--- config.mk ---
export PLATFORM = sky130hd
export DESIGN_NAME = fir_coeff_loader
export DESIGN_NICKNAME = d
export VERILOG_FILES = /design/src/rtl/fir_pkg.sv /design/src/rtl/fir_coeff_loader.sv
export SDC_FILE = /design/constraint.sdc
export NUM_CORES = 1
export LEC_CHECK = 0
export ABC_AREA = 1
export CAP_MARGIN = 5
export CORE_MARGIN = 3
export CORE_UTILIZATION = 50
export DETAILED_ROUTE_END_ITERATION = 10
export MAX_ROUTING_LAYER = met4
export PLACE_DENSITY = 0.82
export SYNTH_ARGS = -nofsm -noshare
export SYNTH_HDL_FRONTEND = slang
export SYNTH_SLANG_ARGS = --single-unit
--- constraint.sdc ---
create_clock -name clk -period 2.6 [get_ports clk]
set_input_delay 0.78 -clock clk [delete_from_list [all_inputs] [get_ports clk]]
set_output_delay 0.78 -clock clk [all_outputs]
set_load 0.1 [all_outputs]
--- src/rtl/fir_pkg.sv ---
// Shared definitions for the MSO FIR filter blocks: loader FSM state
// encodings, default datapath widths and an index-width helper.
package fir_pkg;

  // Default widths shared with the FIR datapath.
  localparam int DEF_COEFF_WIDTH = 8;
  localparam int DEF_NUM_TAPS    = 4;

  // Coefficient loader FSM encodings.
  localparam logic [1:0] ST_IDLE    = 2'd0;
  localparam logic [1:0] ST_LOAD    = 2'd1;
  localparam logic [1:0] ST_DRAIN   = 2'd2;
  localparam logic [1:0] ST_PENDING = 2'd3;

  // Width of a tap index; a single-tap filter still needs a 1-bit counter.
  function automatic int idx_width(input int taps);
    return (taps > 1) ? $clog2(taps) : 1;
  endfunction

endpackage

--- src/rtl/fir_coeff_loader.sv ---
// Coefficient writer for the MSO FIR filter. Collects one coefficient frame
// from a valid/ready stream into a shadow bank and commits the full bank to
// packed_coeffs on a sample-boundary strobe, so taps never change piecemeal.
module fir_coeff_loader
  import fir_pkg::*;
#(
  parameter int COEFF_WIDTH = DEF_COEFF_WIDTH,
  parameter int NUM_TAPS    = DEF_NUM_TAPS,
  parameter logic [COEFF_WIDTH*NUM_TAPS-1:0] RESET_COEFFS = {(COEFF_WIDTH*NUM_TAPS){1'b0}}
) (
  input  logic                            clk,
  input  logic                            rst_n,
  input  logic                            cfg_valid,
  output logic                            cfg_ready,
  input  logic [COEFF_WIDTH-1:0]          cfg_data,
  input  logic                            cfg_last,
  input  logic                            commit_en,
  output logic [COEFF_WIDTH*NUM_TAPS-1:0] packed_coeffs,
  output logic                            coeff_update,
  output logic                            load_error,
  output logic                            busy
);

  localparam int IDX_W = idx_width(NUM_TAPS);
  localparam logic [IDX_W-1:0] LAST_IDX = IDX_W'(NUM_TAPS - 1);
  localparam logic [IDX_W-1:0] IDX_ONE  = IDX_W'(1);

  logic [1:0]                      state_r;
  logic [IDX_W-1:0]                idx_r;
  logic [COEFF_WIDTH-1:0]          shadow_r [NUM_TAPS];
  logic [COEFF_WIDTH*NUM_TAPS-1:0] packed_coeffs_r;
  logic [COEFF_WIDTH*NUM_TAPS-1:0] shadow_packed_s;
  logic                            coeff_update_r;
  logic                            load_error_r;
  logic                            beat_s;

  // Ready depends on registered state only; PENDING is the only stall.
  assign cfg_ready     = (state_r != ST_PENDING);
  assign busy          = (state_r != ST_IDLE);
  assign beat_s        = cfg_valid & cfg_ready;
  assign packed_coeffs = packed_coeffs_r;
  assign coeff_update  = coeff_update_r;
  assign load_error    = load_error_r;

  // Flatten the shadow bank into the packed bus layout (tap i at slice i).
  always_comb begin
    shadow_packed_s = {(COEFF_WIDTH*NUM_TAPS){1'b0}};
    for (int i = 0; i < NUM_TAPS; i++) begin
      shadow_packed_s[COEFF_WIDTH*i +: COEFF_WIDTH] = shadow_r[i];
    end
  end

  // Frame FSM, index counter, shadow bank and active tap register.
  always_ff @(posedge clk) begin
    if (!rst_n) begin
      state_r         <= ST_IDLE;
      idx_r           <= {IDX_W{1'b0}};
      packed_coeffs_r <= RESET_COEFFS;
      coeff_update_r  <= 1'b0;
      load_error_r    <= 1'b0;
      for (int i = 0; i < NUM_TAPS; i++) begin
        shadow_r[i] <= {COEFF_WIDTH{1'b0}};
      end
    end else begin
      coeff_update_r <= 1'b0;
      load_error_r   <= 1'b0;
      case (state_r)
        ST_IDLE: begin
          if (beat_s) begin
            shadow_r[0] <= cfg_data;
            if (NUM_TAPS == 1) begin
              // A single-tap frame is complete on its first beat; a missing
              // last flag means more beats follow, i.e. a long frame.
              if (cfg_last) begin
                state_r <= ST_PENDING;
              end else begin
                load_error_r <= 1'b1;
                state_r      <= ST_DRAIN;
              end
            end else if (cfg_last) begin
              load_error_r <= 1'b1;
            end else begin
              idx_r   <= IDX_ONE;
              state_r <= ST_LOAD;
            end
          end
        end
        ST_LOAD: begin
          if (beat_s) begin
            shadow_r[idx_r] <= cfg_data;
            if (idx_r == LAST_IDX) begin
              if (cfg_last) begin
                state_r <= ST_PENDING;
              end else begin
                load_error_r <= 1'b1;
                state_r      <= ST_DRAIN;
              end
            end else if (cfg_last) begin
              load_error_r <= 1'b1;
              state_r      <= ST_IDLE;
            end else begin
              idx_r <= idx_r + IDX_ONE;
            end
          end
        end
        ST_DRAIN: begin
          // Surplus beats of a long frame are swallowed until its last beat.
          if (beat_s && cfg_last) begin
            state_r <= ST_IDLE;
          end
        end
        ST_PENDING: begin
          if (commit_en) begin
            packed_coeffs_r <= shadow_packed_s;
            coeff_update_r  <= 1'b1;
            state_r         <= ST_IDLE;
          end
        end
        default: begin
          state_r <= ST_IDLE;
        end
      endcase
    end
  end

endmodule
==> out/results.txt, run 1 <==
Psw = 0.000813 W
Root buffer cell = clkbuf_8
Std cell rows = 26
CP Class = register to primary output
Via count = 2017
CORE AREA = 5240 sq um
Global Route Usage Sum = 0.186
Setup violators final = 0
Initial DRC count = 188
Die Ht = 80.7 um
Yosys Warn Count = 0
H-tree levels = 3
Crit. End Element = primary output
Combinational share of power = 0.189
Clk_skew = 0.00705 ns
# resized after CTS = 0
Sequential share of power = 0.505
Worst skew pair latency = 0.35 ns
Die area = 6510 sq um
# IOs = 49
Hold path depth = 2
Met1 Usage GRT = 0.217
Cts bufs inserted = 9
Die width = 80.7 um
GP Congestion = 0.828
Mapped cell area = 2790 sq um
Met2 usage = 0.300
Seq/Total Area, Yosys = 0.617
Worst Path Arrival = 1.32 ns
Post-route ant nets = 0
Antenna Diode Count = 0
I/O Buffers = 48
CTS tree = built
Post-synth top area cell = edfxtp_1
Max Freq = 476 MHz
M3 GR Usage = 0.0516
Largest net degree at the start of global routing = 66
Top-area cell type share of the netlist area = 0.344
Post-layout min period = 2.10 ns
Leak = 1.39 nW
CP Launch Type = register
Global-route wire length before repair = 8830 um
Nets = 363
Max-slew headroom = 0.649
WL final = 5260 um
HPWL Detailed = 3700 um
Antenna violations before repair = 0
Cell internal pwr = 0.00169 W
Clk sink count = 70
Drt wl/cell = 12.5 um
Via density = 4.78
Worst-Margin Slew = 0.527 ns
Initial DRT Pass Iterations = 5
Synth Net Count = 313
Setup tns final = 0 ns
Hold Vio Cnt, Final = 0
Setup bufs post-CTS = 0
CP max FO = 10
CTS Hold Buffers Added = 0
P&R area growth vs syn = 22.2%
Worst Reg-to-Reg Cells = 6
Synth Area per Inst = 9.39 sq um
Share of layout cells above drive strength 1 = 0.193
CTS Buffer Depth = 2
Placement Cell Area = 3240 sq um
Unique cell type count in the Yosys netlist = 25
Worst-path clk slew = 0.07 ns
RSZ-0062 raised after global routing = no
Peak VDD IR = 357 uV
Critical path required time = 1.82 ns
Mapped Cells = 297
Clock share of power = 0.307
Vias in the first global route = 1948
Net Sw Frac = 0.325
Ranking of synthesized cells by area = edfxtp_1, dfxtp_1, inv_1
Pwr dens = 734 nW/um^2
Outcome = complete, no violations
Residual DRC = 0
Fin area = 3410 sq um
Tcrit/Tclk final = 0.808
Initial Utilization = 0.533
Register bit total from synthesis = 70
GRT Max-Usage Layer = met2
Max Cap Viol = 0
GRT overflow = 0
Max-slew violation count = 0
Tightest Hold Check Type = register to register
[per-stage QoR]
stage                     setup WS, ns  instances  total power [W]  hold slack [ns]   util
final                            0.500        422          0.00250            0.444  0.651
after global routing             0.368        422          0.00262            0.463  0.651
after CTS                        0.488        422          0.00252            0.448  0.651
after detailed placement         0.149        406          0.00176            0.437  0.618
after global placement           0.198        406          0.00175            0.433  0.618
after floorplan                  0.725        297          0.00165            0.490      -
[power by group through the flow]
stage	registers (W)	logic [W]	clock network (W)
floorplan	0.00142	0.000233	0
global placement	0.00129	0.000467	0
detailed placement	0.00129	0.000473	0
CTS	0.00126	0.000475	0.000780
global route	0.00127	0.000511	0.000836
finish	0.00126	0.000472	0.000767
[layer usage]
| layer | wire, um | up-vias | share of wire |
|---|---|---|---|
| met5 | 0 | - | 0 |
| met4 | 68 | 0 | 0.013 |
| li1 | - | 1045 | - |
| met1 | 2210 | 907 | 0.42 |
| met2 | 2640 | 58 | 0.50 |
| met3 | 337 | 7 | 0.064 |
[placed cells by master (no fill, tap or decap), drive strengths merged, types with 3 or more instances in the layout]
master / Yosys / final
a21oi: 35 / 35
buf: 10 / 41
clkbuf: 4 / 9
clkdlybuf4s50: 0 / 12
clkinv: 1 / 5
dfxtp: 38 / 38
edfxtp: 32 / 32
ha: 3 / 3
inv: 61 / 63
nand2: 20 / 20
nand3: 11 / 11
nor2: 45 / 45
o21ai: 33 / 33
[final timing paths]
check | endpoint | startpoint | slack [ns]
min | packed_coeffs[2]$_SDFFE_PN0P_ | packed_coeffs[2]$_SDFFE_PN0P_ | 0.44
min reg2reg | packed_coeffs[2]$_SDFFE_PN0P_ | packed_coeffs[2]$_SDFFE_PN0P_ | 0.44
max | busy | state_r[1]$_SDFFE_PN0P_ | 0.50
max reg2reg | shadow_r[2][7]$_SDFFCE_PN0P_ | state_r[0]$_SDFFE_PN0P_ | 0.87
[area by class of cell]
| type | count | area (sq um) |
|---|---|---|
| timing repair buffer | 53 | 440 |
| clock inverter | 7 | 48.8 |
| clock buffer | 9 | 124 |
| inverter | 62 | 238 |
| tap | 70 | 87.6 |
| fill | 460 | 1830 |
| sequential | 70 | 1720 |
| multi-input combinational | 151 | 749 |
[cells in the mapped netlist]
| cell type | instances |
|---|---|
| buf_6 | 2 |
| o21bai_1 | 1 |
| nand2_2 | 1 |
| nand3_1 | 8 |
| nor3_1 | 1 |
| nor2_1 | 44 |
| ha_1 | 3 |
| nand2_1 | 17 |
| edfxtp_1 | 32 |
| inv_2 | 2 |
| dfxtp_1 | 38 |
| buf_2 | 5 |
| o21ai_0 | 33 |
| clkbuf_1 | 4 |
| clkinv_4 | 1 |
| buf_1 | 1 |
| nand2_4 | 2 |
| inv_1 | 59 |
| buf_4 | 2 |
| a21oi_4 | 1 |
| nand3_2 | 3 |
| nand4_1 | 1 |
| a211oi_1 | 1 |
| nor2_2 | 1 |
| a21oi_1 | 34 |
[logic make-up (layout without fill, tap and decap cells)]
| kind of cell | count (synthesis) | count (layout) | share of synthesized area |
|---|---|---|---|
| buffers and inverters | 76 | 131 | 0.114 |
| adder cells (fa/ha/maj) | 3 | 3 | 0.0135 |
| AO/OA/AOI/OAI | 70 | 70 | 0.131 |
| AND/OR/NAND/NOR | 78 | 78 | 0.124 |
| flip-flops | 70 | 70 | 0.617 |
[sequential cells by signal, indices dropped and copies added (netlist names)]
signal         count
packed_coeffs     32
shadow_r          32
idx_r              2
state_r            2
coeff_update       1
load_error         1
[critical path, stage by stage (launching register included)]
cell and delay, ns:
dfxtp_1 0.57, nor2_1 0.12, inv_1 0.11, buf_12 0.18
Power figures use the tool's default switching activity.
==> run 2, diff against run 1 <==
==> constraint.sdc (replaced) <==
create_clock -name clk -period 2.2 [get_ports clk]
set_input_delay 0.66 -clock clk [delete_from_list [all_inputs] [get_ports clk]]
set_output_delay 0.66 -clock clk [all_outputs]
set_load 0.1 [all_outputs]
==> run 2 against run 1 <==
  * Clock skew fell by 0.00055 ns
  * Wire length fell by 0.17%
  * Combinational power grew 21%
  * Setup slack worse by 0.28 ns
  * Via count grew 1.0%
  * Die area is the same
  * Final cell count increased by 0.95%
  * Worst hold slack gained 0.00099 ns
  * Register-to-register slack got worse by 0.42 ns
==> out/results.txt, run 2 (same netlist as run 1, synthesis figures left out) <==
Outcome = complete, no violations (unchanged)
Worst-path clk slew = 0.07 ns (about the same)
Residual DRC = 0 (unchanged)
Hold path depth = 2 (unchanged)
Via density = 4.78 (about the same)
HPWL Detailed = 3720 um (was 3700 um)
Cts bufs inserted = 9 (unchanged)
Worst skew pair latency = 0.34 ns (was 0.35 ns)
P&R area growth vs syn = 23.6% (was 22.2%)
# IOs = 49 (unchanged)
Nets = 367 (was 363)
Max Cap Viol = 0 (unchanged)
Clk sink count = 70 (unchanged)
I/O Buffers = 48 (unchanged)
Die width = 80.7 um (unchanged)
Largest net degree at the start of global routing = 66 (unchanged)
Clk_skew = 0.00649 ns (was 0.00705 ns)
Std cell rows = 26 (unchanged)
Fin area = 3450 sq um (was 3410 sq um)
Pwr dens = 843 nW/um^2 (was 734 nW/um^2)
R2R Path End = shadow_r[3][6]$_DFFE_PP_ (was shadow_r[2][7]$_SDFFCE_PN0P_)
Hold Vio Cnt, Final = 0 (unchanged)
Placement Cell Area = 3290 sq um (was 3240 sq um)
Post-route ant nets = 0 (unchanged)
CORE AREA = 5240 sq um (unchanged)
CTS Hold Buffers Added = 0 (unchanged)
Tcrit/Tclk final = 0.899
Die area = 6510 sq um (unchanged)
Crit. Startpoint = state_r[0]$_SDFFE_PN0P_ (was state_r[1]$_SDFFE_PN0P_)
Setup bufs post-CTS = 0 (unchanged)
Worst-Margin Slew = 0.418 ns (was 0.527 ns)
GRT overflow = 0 (unchanged)
Antenna violations before repair = 0 (unchanged)
Worst Path Arrival = 1.32 ns (about the same)
Vias in the first global route = 1911 (was 1948)
Tightest Hold Check Type = register to register (unchanged)
Max Freq = 506 MHz
Max-slew violation count = 0 (unchanged)
Setup violators final = 0 (unchanged)
Die Ht = 80.7 um (unchanged)
RSZ-0062 raised after global routing = no (unchanged)
GP Congestion = 0.800 (was 0.828)
WL final = 5250 um (was 5260 um)
R2R setup slack = 0.45 ns (was 0.87 ns)
Via count = 2038 (was 2017)
Initial DRC count = 169 (was 188)
Most common cell after layout, fill and taps aside = inv_1 (unchanged)
Hold slack = 0.445 ns (was 0.444 ns)
Critical path required time = 1.54 ns (was 1.82 ns)
Drt wl/cell = 12.3 um (was 12.5 um)
Initial Utilization = 0.533 (unchanged)
R2r startpoint = state_r[1]$_SDFFE_PN0P_ (was state_r[0]$_SDFFE_PN0P_)
Initial DRT Pass Iterations = 4 (was 5)
CP max FO = 10 (unchanged)
CP Launch Type = register (unchanged)
Global Route Usage Sum = 0.185 (was 0.186)
Antenna Diode Count = 0 (unchanged)
Crit. End Element = primary output (unchanged)
CP Class = register to primary output (unchanged)
Share of layout cells above drive strength 1 = 0.191 (was 0.193)
Post-layout min period = 1.98 ns
CTS tree = built (unchanged)
H-tree levels = 3 (unchanged)
Most frequent cells in the layout = inv_1, nor2_1, buf_4 (unchanged)
WHS Endpoint = packed_coeffs[15]$_SDFFE_PN0P_ (was packed_coeffs[2]$_SDFFE_PN0P_)
Peak VDD IR = 464 uV (was 357 uV)
Leak = 1.41 nW (was 1.39 nW)
Max-slew headroom = 0.721 (was 0.649)
Hold_sp = packed_coeffs[15]$_SDFFE_PN0P_ (was packed_coeffs[2]$_SDFFE_PN0P_)
Root buffer cell = clkbuf_8 (unchanged)
CTS Buffer Depth = 2 (unchanged)
# resized after CTS = 0 (unchanged)
Global-route wire length before repair = 8720 um (was 8830 um)
Worst Reg-to-Reg Cells = 6 (unchanged)
## run 2: how the worst max path moves through the flow
stage / endpoint / depth (start not counted)
6_report: busy / 3
3_5_place_dp: shadow_r[2][3]$_SDFFCE_PN0P_ / 7
5_1_grt: busy / 3
3_3_place_gp: shadow_r[3][6]$_DFFE_PP_ / 7
4_1_cts: busy / 3
2_1_floorplan: busy / 3
## run 2: layout make-up
type,instances,area (sq um)
clock buffer,10,128
clock inverter,6,28.8
fill,411,1790
inverter,62,238
multi-input combinational,151,749
sequential,70,1720
tap,70,87.6
timing repair buffer,57,495
## run 2: metal layers
metal | global-route usage | vias to the layer above | part of all wire
met3 | 0.0404 | 13 | 0.062
met2 | 0.293 | 58 | 0.51
li1 | - | 1047 | -
met4 | 0.0946 | 0 | 0.026
met5 | - | - | 0
met1 | 0.223 | 920 | 0.41
## run 2: critical path, stage by stage, from the launching register on
cell and delay (ns):
dfxtp_1 0.58, nor2_1 0.11, inv_1 0.11, buf_12 0.18
## run 2: where the power goes
group / switching, W / internal, W / total (W)
Sequential: 0.0000527 / 0.00144 / 0.00149
Combinational: 0.000417 / 0.000156 / 0.000573
Clock: 0.000448 / 0.000393 / 0.000841
Total: 0.000917 / 0.00199 / 0.00291
## run 2: through the flow
step / worst slack, ns / utilization / total power [W] / setup TNS [ns] / std cells
finish: 0.222 / 0.658 / 0.00291 / 0 / 426
global route: 0.111 / 0.658 / 0.00304 / 0 / 426
CTS: 0.206 / 0.658 / 0.00293 / 0 / 426
detailed placement: -0.0779 / 0.629 / 0.00210 / -1.38 / 410
global placement: -0.0126 / 0.629 / 0.00208 / -0.220 / 410
floorplan: 0.445 / - / 0.00195 / 0 / 297
